==> config.mk <==
export PLATFORM = sky130hd
export DESIGN_NAME = seq_frame_tx_01110
export DESIGN_NICKNAME = d
export VERILOG_FILES = /design/src/rtl/seq_frame_tx_01110.sv
export SDC_FILE = /design/constraint.sdc
export NUM_CORES = 1
export LEC_CHECK = 0
export ABC_AREA = 1
export BUFFER_PORTS_ARGS = -buffer_cell sky130_fd_sc_hd__buf_2
export CAP_MARGIN = 20
export CORE_AREA = 10 10 65 67
export DETAILED_ROUTE_END_ITERATION = 10
export DIE_AREA = 0 0 75 77
export MAX_ROUTING_LAYER = met4
export PLACE_DENSITY = 0.72
export SKIP_LAST_GASP = 1
export SLEW_MARGIN = 40
export SYNTH_ARGS = -nofsm -noshare
export SYNTH_HDL_FRONTEND = slang
export SYNTH_SLANG_ARGS = --single-unit
==> constraint.sdc <==
create_clock -name clk -period 2.8 [get_ports clk]
set_input_delay 0.28 -clock clk [delete_from_list [all_inputs] [get_ports clk]]
set_output_delay 0.28 -clock clk [all_outputs]
set_load 0.05 [all_outputs]
==> src/rtl/seq_frame_tx_01110.sv <==
// Serial frame transmitter: sync field 0,1,1,1,0 followed by an MSB-first payload
// with a 0 stuffed after every pair of 1s, so 01110 only ever appears as the sync.
module seq_frame_tx_01110 #(
    parameter int DATA_W = 8
) (
    input  logic              clk,
    input  logic              clr,
    input  logic [DATA_W-1:0] tx_data,
    input  logic              tx_valid,
    output logic              tx_ready,
    output logic              dout,
    output logic              dout_en,
    output logic              busy,
    output logic              done
);

    typedef enum logic [1:0] {
        S_IDLE = 2'b00,
        S_SYNC = 2'b01,
        S_DATA = 2'b10
    } state_t;

    localparam int            CW       = $clog2(DATA_W + 1);
    localparam logic [CW-1:0] LAST_BIT = CW'(DATA_W);
    // Palindromic, so the sync index can address it directly.
    localparam logic [4:0]    SYNC_PAT = 5'b01110;

    state_t            state, state_nxt;
    logic [DATA_W-1:0] shreg, shreg_nxt;
    logic [1:0]        ones_cnt, ones_nxt;
    logic [CW-1:0]     bit_cnt, bit_nxt;
    logic [2:0]        sync_idx, sync_nxt;
    logic              dout_nxt, en_nxt, done_nxt;
    logic              emit_payload;

    // Counters describe the bit currently on dout; ones_cnt counts the 1s ending it.
    always_ff @(posedge clk or negedge clr) begin
        if (!clr) begin
            state    <= S_IDLE;
            shreg    <= '0;
            ones_cnt <= '0;
            bit_cnt  <= '0;
            sync_idx <= '0;
            dout     <= 1'b0;
            dout_en  <= 1'b0;
            done     <= 1'b0;
        end else begin
            // NOTE: non-blocking so every register updates from the same pre-edge values.
            state    <= state_nxt;
            shreg    <= shreg_nxt;
            ones_cnt <= ones_nxt;
            bit_cnt  <= bit_nxt;
            sync_idx <= sync_nxt;
            dout     <= dout_nxt;
            dout_en  <= en_nxt;
            done     <= done_nxt;
        end
    end

    always_comb begin
        // NOTE: every next-value gets a default first so no latch is inferred.
        state_nxt    = state;
        shreg_nxt    = shreg;
        ones_nxt     = ones_cnt;
        bit_nxt      = bit_cnt;
        sync_nxt     = sync_idx;
        dout_nxt     = 1'b0;
        en_nxt       = 1'b0;
        done_nxt     = 1'b0;
        emit_payload = 1'b0;

        case (state)
            S_IDLE: begin
                if (tx_valid) begin
                    state_nxt = S_SYNC;
                    shreg_nxt = tx_data;
                    ones_nxt  = '0;
                    bit_nxt   = '0;
                    sync_nxt  = '0;
                    dout_nxt  = SYNC_PAT[0];
                    en_nxt    = 1'b1;
                end
            end

            S_SYNC: begin
                if (sync_idx != 3'd4) begin
                    sync_nxt = sync_idx + 3'd1;
                    dout_nxt = SYNC_PAT[sync_nxt];
                    en_nxt   = 1'b1;
                end else begin
                    state_nxt    = S_DATA;
                    emit_payload = 1'b1;
                end
            end

            S_DATA: begin
                // Stuffing takes priority over ending so a trailing 1,1 still gets its 0.
                if (ones_cnt == 2'd2) begin
                    ones_nxt = '0;
                    en_nxt   = 1'b1;
                end else if (bit_cnt == LAST_BIT) begin
                    state_nxt = S_IDLE;
                    done_nxt  = 1'b1;
                end else begin
                    emit_payload = 1'b1;
                end
            end

            default: state_nxt = S_IDLE;
        endcase

        if (emit_payload) begin
            dout_nxt  = shreg[DATA_W-1];
            en_nxt    = 1'b1;
            shreg_nxt = {shreg[DATA_W-2:0], 1'b0};
            ones_nxt  = shreg[DATA_W-1] ? ones_cnt + 2'd1 : 2'd0;
            bit_nxt   = bit_cnt + CW'(1);
        end
    end

    assign tx_ready = (state == S_IDLE);
    assign busy     = (state == S_SYNC) || (state == S_DATA);

endmodule

==> out/metrics.csv, run 1 <==
stage,metric,value,unit
sta,skew,0.004854,ns
cts,clk_latency,0.32,ns
synth,netlist_area,1297,sq um
global_routing,antenna_found_initial,0,
pwr,power.density,1035,nW/um^2
synth,synthMuxAreaShare,0,%
cts,cts_resized,0,
sta,rsz0062_at_grt,false,
critical_path,end_kind,output port,
pwr,ir_worst_vdd,0.4226,mV
place,gp_congestion,0.7937,
synth,synth_cell_types,19,
layout,drive_gt1_share,15.64,%
critical_path,critPathKind,reg2out,
synth,yosysTopAreaCell,dfrtp_1,
status,run_status,completed,
pwr,leakagePower,0.8091,nW
floorplan,ios,16,
synth,synthCells,164,
cts,cts_num_sinks,22,
sta,fin_tns_setup,0,ns
critical_path,critPathRequiredTime,2.52,ns
global_routing,grt_pass1_wl,4519,microns
detailed_routing,ant_nets,0,
synth,synth.most_common_cell,nand2_1,
sta,fin_crit_sh,72.54,%
floorplan,rows,20,
synth,syn_area_per_cell,7.912,sq um
sta,tightest_slew,0.4965,ns
cts,tritoncts,yes,
detailed_routing,vias,1026,
detailed_routing,drt_first_iter_violations,68,
global_routing,gr-total-overflow,0,
synth,synth_warnings,0,
synth,synthAdderAreaFrac,10.61,%
layout,final_core_util,47.44,%
place,io_buffers,15,
floorplan,start_util,43.57,%
detailed_routing,wl_per_cell,11.68,microns
synth,yosysTopAreaCellShare,42.43,%
floorplan,die_area,5775,sq um
sta,max_freq,492.4,MHz
cts,clockRootBuffer,clkbuf_4,
sta,relSlewSlack,66.90,%
sta,setup_viol,0,
sta,whs,0.1939,ns
synth,async_reset_ff_share,100.0,%
global_routing,grt_max_degree,24,
synth,synth_area_leaders,"dfrtp_1 (42%), nand2_1 (14%), ha_1 (11%), nand3_1 (10%), inv_1 (6.7%)",
detailed_routing,avgViaCountPerCell,4.840,
floorplan,core,2978,sq um
sta,hold_viol,0,
synth,synth-simple-area-share,32.69,%
floorplan,die_h,77,microns
synth,synth_edf_count,0,
critical_path,crit_fanout,11,
synth,synth_compound_area_share,3.086,%
sta,slew_violations,0,
global_routing,grt_use_total,9.894,%
cts,numCtsBuffers,3,
worst_hold_path,holdCritPathClass,in2reg,
synth,synthTopCellsByCount,"nand2_1 (50), nand3_1 (27), inv_1 (23)",
place,place_hpwl,1846,microns
detailed_routing,post-route-drc-count,0,
critical_path,reg2reg_slack,0.89,ns
synth,synth_top_family_by_area,simple AND/OR/NAND/NOR gates,
detailed_routing,wirelength,2477,microns
critical_path,worstPathArrival,1.75,ns
detailed_routing,firstDrtPassIters,4,
layout,n_antenna_cell,0,
synth,synth_ff_type,dfrtp_1,
critical_path,startpoint_type,flop,
layout,area_delta_synth_final,8.871,%
synth,ys_seq_area_share,42.43,%
layout,n_fill_cell,292,
floorplan,dieWidth,75,microns
cts,htreeDepth,1,
synth,ys_seq_elements,22,
cts,clock_path_buffers,2,
global_routing,grt_pass1_vias,1044,
synth,synth_nets,186,
run,cap_violations,0,
layout,layout.nets,203,
cts,clk_pin_slew,0.12,ns
synth,synth_xor_xnor_area_share,1.350,%
sta,fin_crit,2.031,ns
-- logic make-up after synthesis --
logic type | count (synthesis)
adders and majority gates | 11
buffers and inverters | 29
DFF | 22
xor gates and xnor gates | 2
AOI/OAI and AO/OA | 8
and+or+nand+nor | 92
-- worst paths after layout --
path,from,end,depth (start not counted)
max in group asynchronous,clr,shreg[4],2
worst max-delay path,state[0],busy,3
min in group asynchronous,clr,sync_idx[0],2
worst max register to register,state[0],shreg[1],8
worst min-delay path,tx_data[0],shreg[0],3
worst min register to register,shreg[2],shreg[2],2
-- registers in the layout (all words and copies together) (netlist names) --
signal and count:
bit_cnt 4, dout_en 1, ones_cnt 2, dout 1
sync_idx 3, done 1, shreg 8, state 2
-- what timing repair did --
item,CTS,global route
hold buffers,1,0
hold endpoints to repair,22,0
endpoints found under the setup margin,0,0
setup buffers,0,0
-- placed cells by master, fill, tap and decap left out --
master and instances:
nor2_1 4, dfrtp_1 22, nand3_1 27, o21ai_0 6, clkbuf_4 3, a21oi_1 2, clkinv_1 1, dlygate4sd3_1 1
xor2_1 1, nand4_1 2, xnor2_1 1, inv_2 1, nand2_2 5, nand3_2 2, nand2_4 2, nand2_1 50
ha_1 11, inv_1 23, buf_2 15
-- stage by stage --
stage / setup WS (ns) / instance area, sq um / power [mW] / cells
3_5_place_dp: 0.9306 / 1380 / 1.327 / 208
6_report: 0.7690 / 1413 / 1.462 / 212
2_1_floorplan: 1.105 / 1297 / 1.185 / 164
3_3_place_gp: 1.024 / 1380 / 1.320 / 208
4_1_cts: 0.7776 / 1413 / 1.474 / 212
5_1_grt: 0.6783 / 1413 / 1.626 / 212
-- per-layer routing --
metal	vias up	part of all wire (%)	global-route usage (%)
met3	4	4.9	3.475
met4	0	1.4	3.409
met5	-	0	-
met2	19	46	15.02
li1	541	-	-
met1	462	47	11.74
-- critical path, cell delays in order (launching register included) --
cell     delay (ns)
dfrtp_1        0.42
inv_1          0.10
ha_1           0.56
buf_2          0.35
-- report_power, final --
group / leakage [nW] / internal (mW) / switching [mW]
Combinational: 0.511 / 0.237 / 0.562
Clock: 0.0138 / 0.0505 / 0.0996
Sequential: 0.284 / 0.439 / 0.0729
Total: 0.809 / 0.727 / 0.735
-- cell type report --
class / instances / area (sq um) / share of cell area (%)
clock buffer: 3 / 22.52 / 1.594
inverter: 25 / 93.84 / 6.643
multi-input combinational: 113 / 619.3 / 43.84
sequential: 22 / 550.5 / 38.97
tap: 33 / 41.29 / 2.923
timing repair buffer: 16 / 85.08 / 6.023
(Power assumes the default switching activity.)
==> inputs of run 2 (changes only) <==
==> constraint.sdc (replaced) <==
create_clock -name clk -period 2.1 [get_ports clk]
set_input_delay 0.21 -clock clk [delete_from_list [all_inputs] [get_ports clk]]
set_output_delay 0.21 -clock clk [all_outputs]
set_load 0.05 [all_outputs]
==> run 2 against run 1 <==
  * Flip-flop and latch count unchanged
  * First-iteration DRC count down 25%
  * Routed wire length grew 0.32%
  * Die area unchanged
  * Non-clock buffer count increased by 1
  * Combinational power rose by 36%
  * Count of clock-buffer cells in the layout unchanged
==> out/metrics.csv, run 2 (synthesis gave the netlist of run 1 again) <==
stage,metric,value,unit,change
place,dp_cells,209,,was 208
sta,skew,0.004957,ns,was 0.004854 ns
global_routing,met1_usage,12.82,%,was 11.74%
global_routing,use_met2,13.82,%,was 15.02%
detailed_routing,firstDrtPassIters,5,,was 4
layout,area_delta_synth_final,9.450,%,was 8.871%
critical_path,crit_fanout,11,,unchanged
layout,layout.nets,204,,was 203
floorplan,rows,20,,unchanged
place,place_hpwl,1866,microns,was 1846 microns
sta,tightest_slew,0.4826,ns,was 0.4965 ns
cts,clockRootBuffer,clkbuf_4,,unchanged
floorplan,die_area,5775,sq um,unchanged
layout,final_cell_mix,"nand2_1 (50), nand3_1 (27), inv_1 (23)",,unchanged
detailed_routing,wl_per_cell,11.67,microns,was 11.68 microns
global_routing,gr-total-overflow,0,,unchanged
cts,clk_pin_slew,0.12,ns,about the same
layout,largest_reg_flops,8,,unchanged
cts,clock_path_buffers,2,,unchanged
sta,relSlewSlack,67.83,%,was 66.90%
sta,hold_viol,0,,unchanged
detailed_routing,avgViaCountPerCell,4.822,,was 4.840
detailed_routing,wirelength,2485,microns,was 2477 microns
global_routing,grt_pass1_wl,4485,microns,was 4519 microns
layout,n_antenna_cell,0,,unchanged
sta,fin_crit_sh,91.08,%,
critical_path,reg2reg_slack,0.37,ns,was 0.89 ns
layout,largest_register,shreg,,unchanged
critical_path,startpoint_type,flop,,unchanged
status,run_status,completed,,unchanged
global_routing,grt_max_degree,24,,unchanged
critical_path,critPathRequiredTime,1.89,ns,was 2.52 ns
layout,multi_input_area,619.3,sq um,unchanged
global_routing,antenna_found_initial,0,,unchanged
critical_path,slowest_stage,ha_1,,unchanged
worst_hold_path,hold_depth,3,,unchanged
place,io_buffers,15,,unchanged
cts,htreeDepth,1,,unchanged
critical_path,critPathBufInv,2,,unchanged
global_routing,grtUsageMet3,2.317,%,was 3.475%
critical_path,worstPathCellList,"inv_1, ha_1, buf_2",,unchanged
critical_path,worstPathArrival,1.70,ns,was 1.75 ns
detailed_routing,drt_first_iter_violations,51,,was 68
pwr,ir_worst_vdd,0.8474,mV,was 0.4226 mV
place,gp_congestion,0.8100,,was 0.7937
layout,reg_top3,"shreg x8, bit_cnt x4, sync_idx x3",,unchanged
sta,max_freq,522.9,MHz,
pwr,total_power,1.962,mW,was 1.462 mW
sta,setup_viol,0,,unchanged
place,preCtsSetupSlack,0.4122,ns,was 0.9306 ns
layout,seq_area,550.5,sq um,unchanged
critical_path,critPathKind,reg2out,,unchanged
layout,finalInstanceArea,1420,sq um,was 1413 sq um
critical_path,end_kind,output port,,unchanged
global_routing,grt_pass1_vias,1021,,was 1044
critical_path,worst_path_largest_cell_delay,0.54,ns,was 0.56 ns
detailed_routing,ant_nets,0,,unchanged
critical_path,r2r_start,state[0],,unchanged
layout,n_fill_cell,310,,was 292
run,cap_violations,0,,unchanged
cts,clk_latency,0.30,ns,was 0.32 ns
worst_hold_path,holdCritPathClass,in2reg,,unchanged
worst_hold_path,min_to,shreg[0],,unchanged
layout,instances_no_fill,213,,was 212
sta,fin_tns_setup,0,ns,unchanged
cts,numCtsBuffers,3,,unchanged
floorplan,core,2978,sq um,unchanged
floorplan,die_h,77,microns,unchanged
global_routing,grt_use_total,9.721,%,was 9.894%
pwr,leakagePower,0.8135,nW,was 0.8091 nW
layout,layout_commonest_cell,nand2_1,,unchanged
layout,drive_gt1_share,16.11,%,was 15.64%
place,dpl_cell_area,1388,sq um,was 1380 sq um
sta,slew_violations,0,,unchanged
detailed_routing,post-route-drc-count,0,,unchanged
cts,post_cts_buffers,0,,unchanged
sta,setup_ws,0.1874,ns,was 0.7690 ns
cts,tritoncts,yes,,unchanged
sta,rsz0062_at_grt,false,,unchanged
floorplan,dieWidth,75,microns,unchanged
global_routing,grt_busiest_layer,met2,,unchanged
floorplan,ios,16,,unchanged
pwr,power.density,1381,nW/um^2,was 1035 nW/um^2
worst_hold_path,min-delay-start,tx_data[0],,unchanged
critical_path,r2r_cells,6,,was 8
critical_path,timing.rr.end,bit_cnt[2],,was shreg[1]
floorplan,start_util,43.57,%,unchanged
cts,cts_num_sinks,22,,unchanged
detailed_routing,vias,1027,,was 1026
sta,fin_crit,1.913,ns,
critical_path,path_delay_family,adder cells,,unchanged
## run 2: worst register-to-register path, stage by stage (launching register included)
cell and delay (ns):
dfrtp_1 0.42, inv_1 0.10, ha_1 0.54, nand2_4 0.25
inv_1 0.24, nand2_1 0.08, nand2_1 0.06
## run 2: how the worst max path moves through the flow
stage / startpoint / depth (start not counted) / slack (ns) / end
2_1_floorplan: state[0] / 7 / 0.41 / shreg[1]
3_5_place_dp: state[0] / 6 / 0.41 / bit_cnt[2]
4_1_cts: state[0] / 3 / 0.17 / busy
6_report: state[0] / 3 / 0.19 / busy
5_1_grt: state[0] / 3 / 0.08 / busy
3_3_place_gp: state[0] / 6 / 0.48 / dout
## run 2: per-layer routing
metal  wire length (microns)  vias to the layer above
met1                    1235                      459
met5                       0                        -
met2                    1109                       17
met3                      97                        6
li1                        -                      545
met4                      43                        0
## run 2: layout make-up
| type | instances | share of cell area (%) |
|---|---|---|
| Clock buffer | 3 | 1.586 |
| Inverter | 25 | 6.608 |
| Multi-Input combinational cell | 113 | 43.61 |
| Sequential cell | 22 | 38.77 |
| Tap cell | 33 | 2.907 |
| Timing Repair Buffer | 17 | 6.520 |
## run 2: where the power goes
group,internal [mW],total (mW),switching [mW]
Sequential,0.586,0.686,0.101
Combinational,0.327,1.09,0.760
Clock,0.0669,0.189,0.122
## run 2: stage by stage
step	utilization, %	hold slack, ns
6_report	47.69	0.1476
5_1_grt	47.69	0.1377
4_1_cts	47.69	0.1428
3_5_place_dp	46.60	0.1995
3_3_place_gp	46.60	0.2022
2_1_floorplan	-	-0.08559
## run 2: repair_timing
item,CTS,global route
hold buffers,1,0
endpoints found under the hold margin,22,0
setup endpoints to repair,0,0
gates resized for setup,0,0
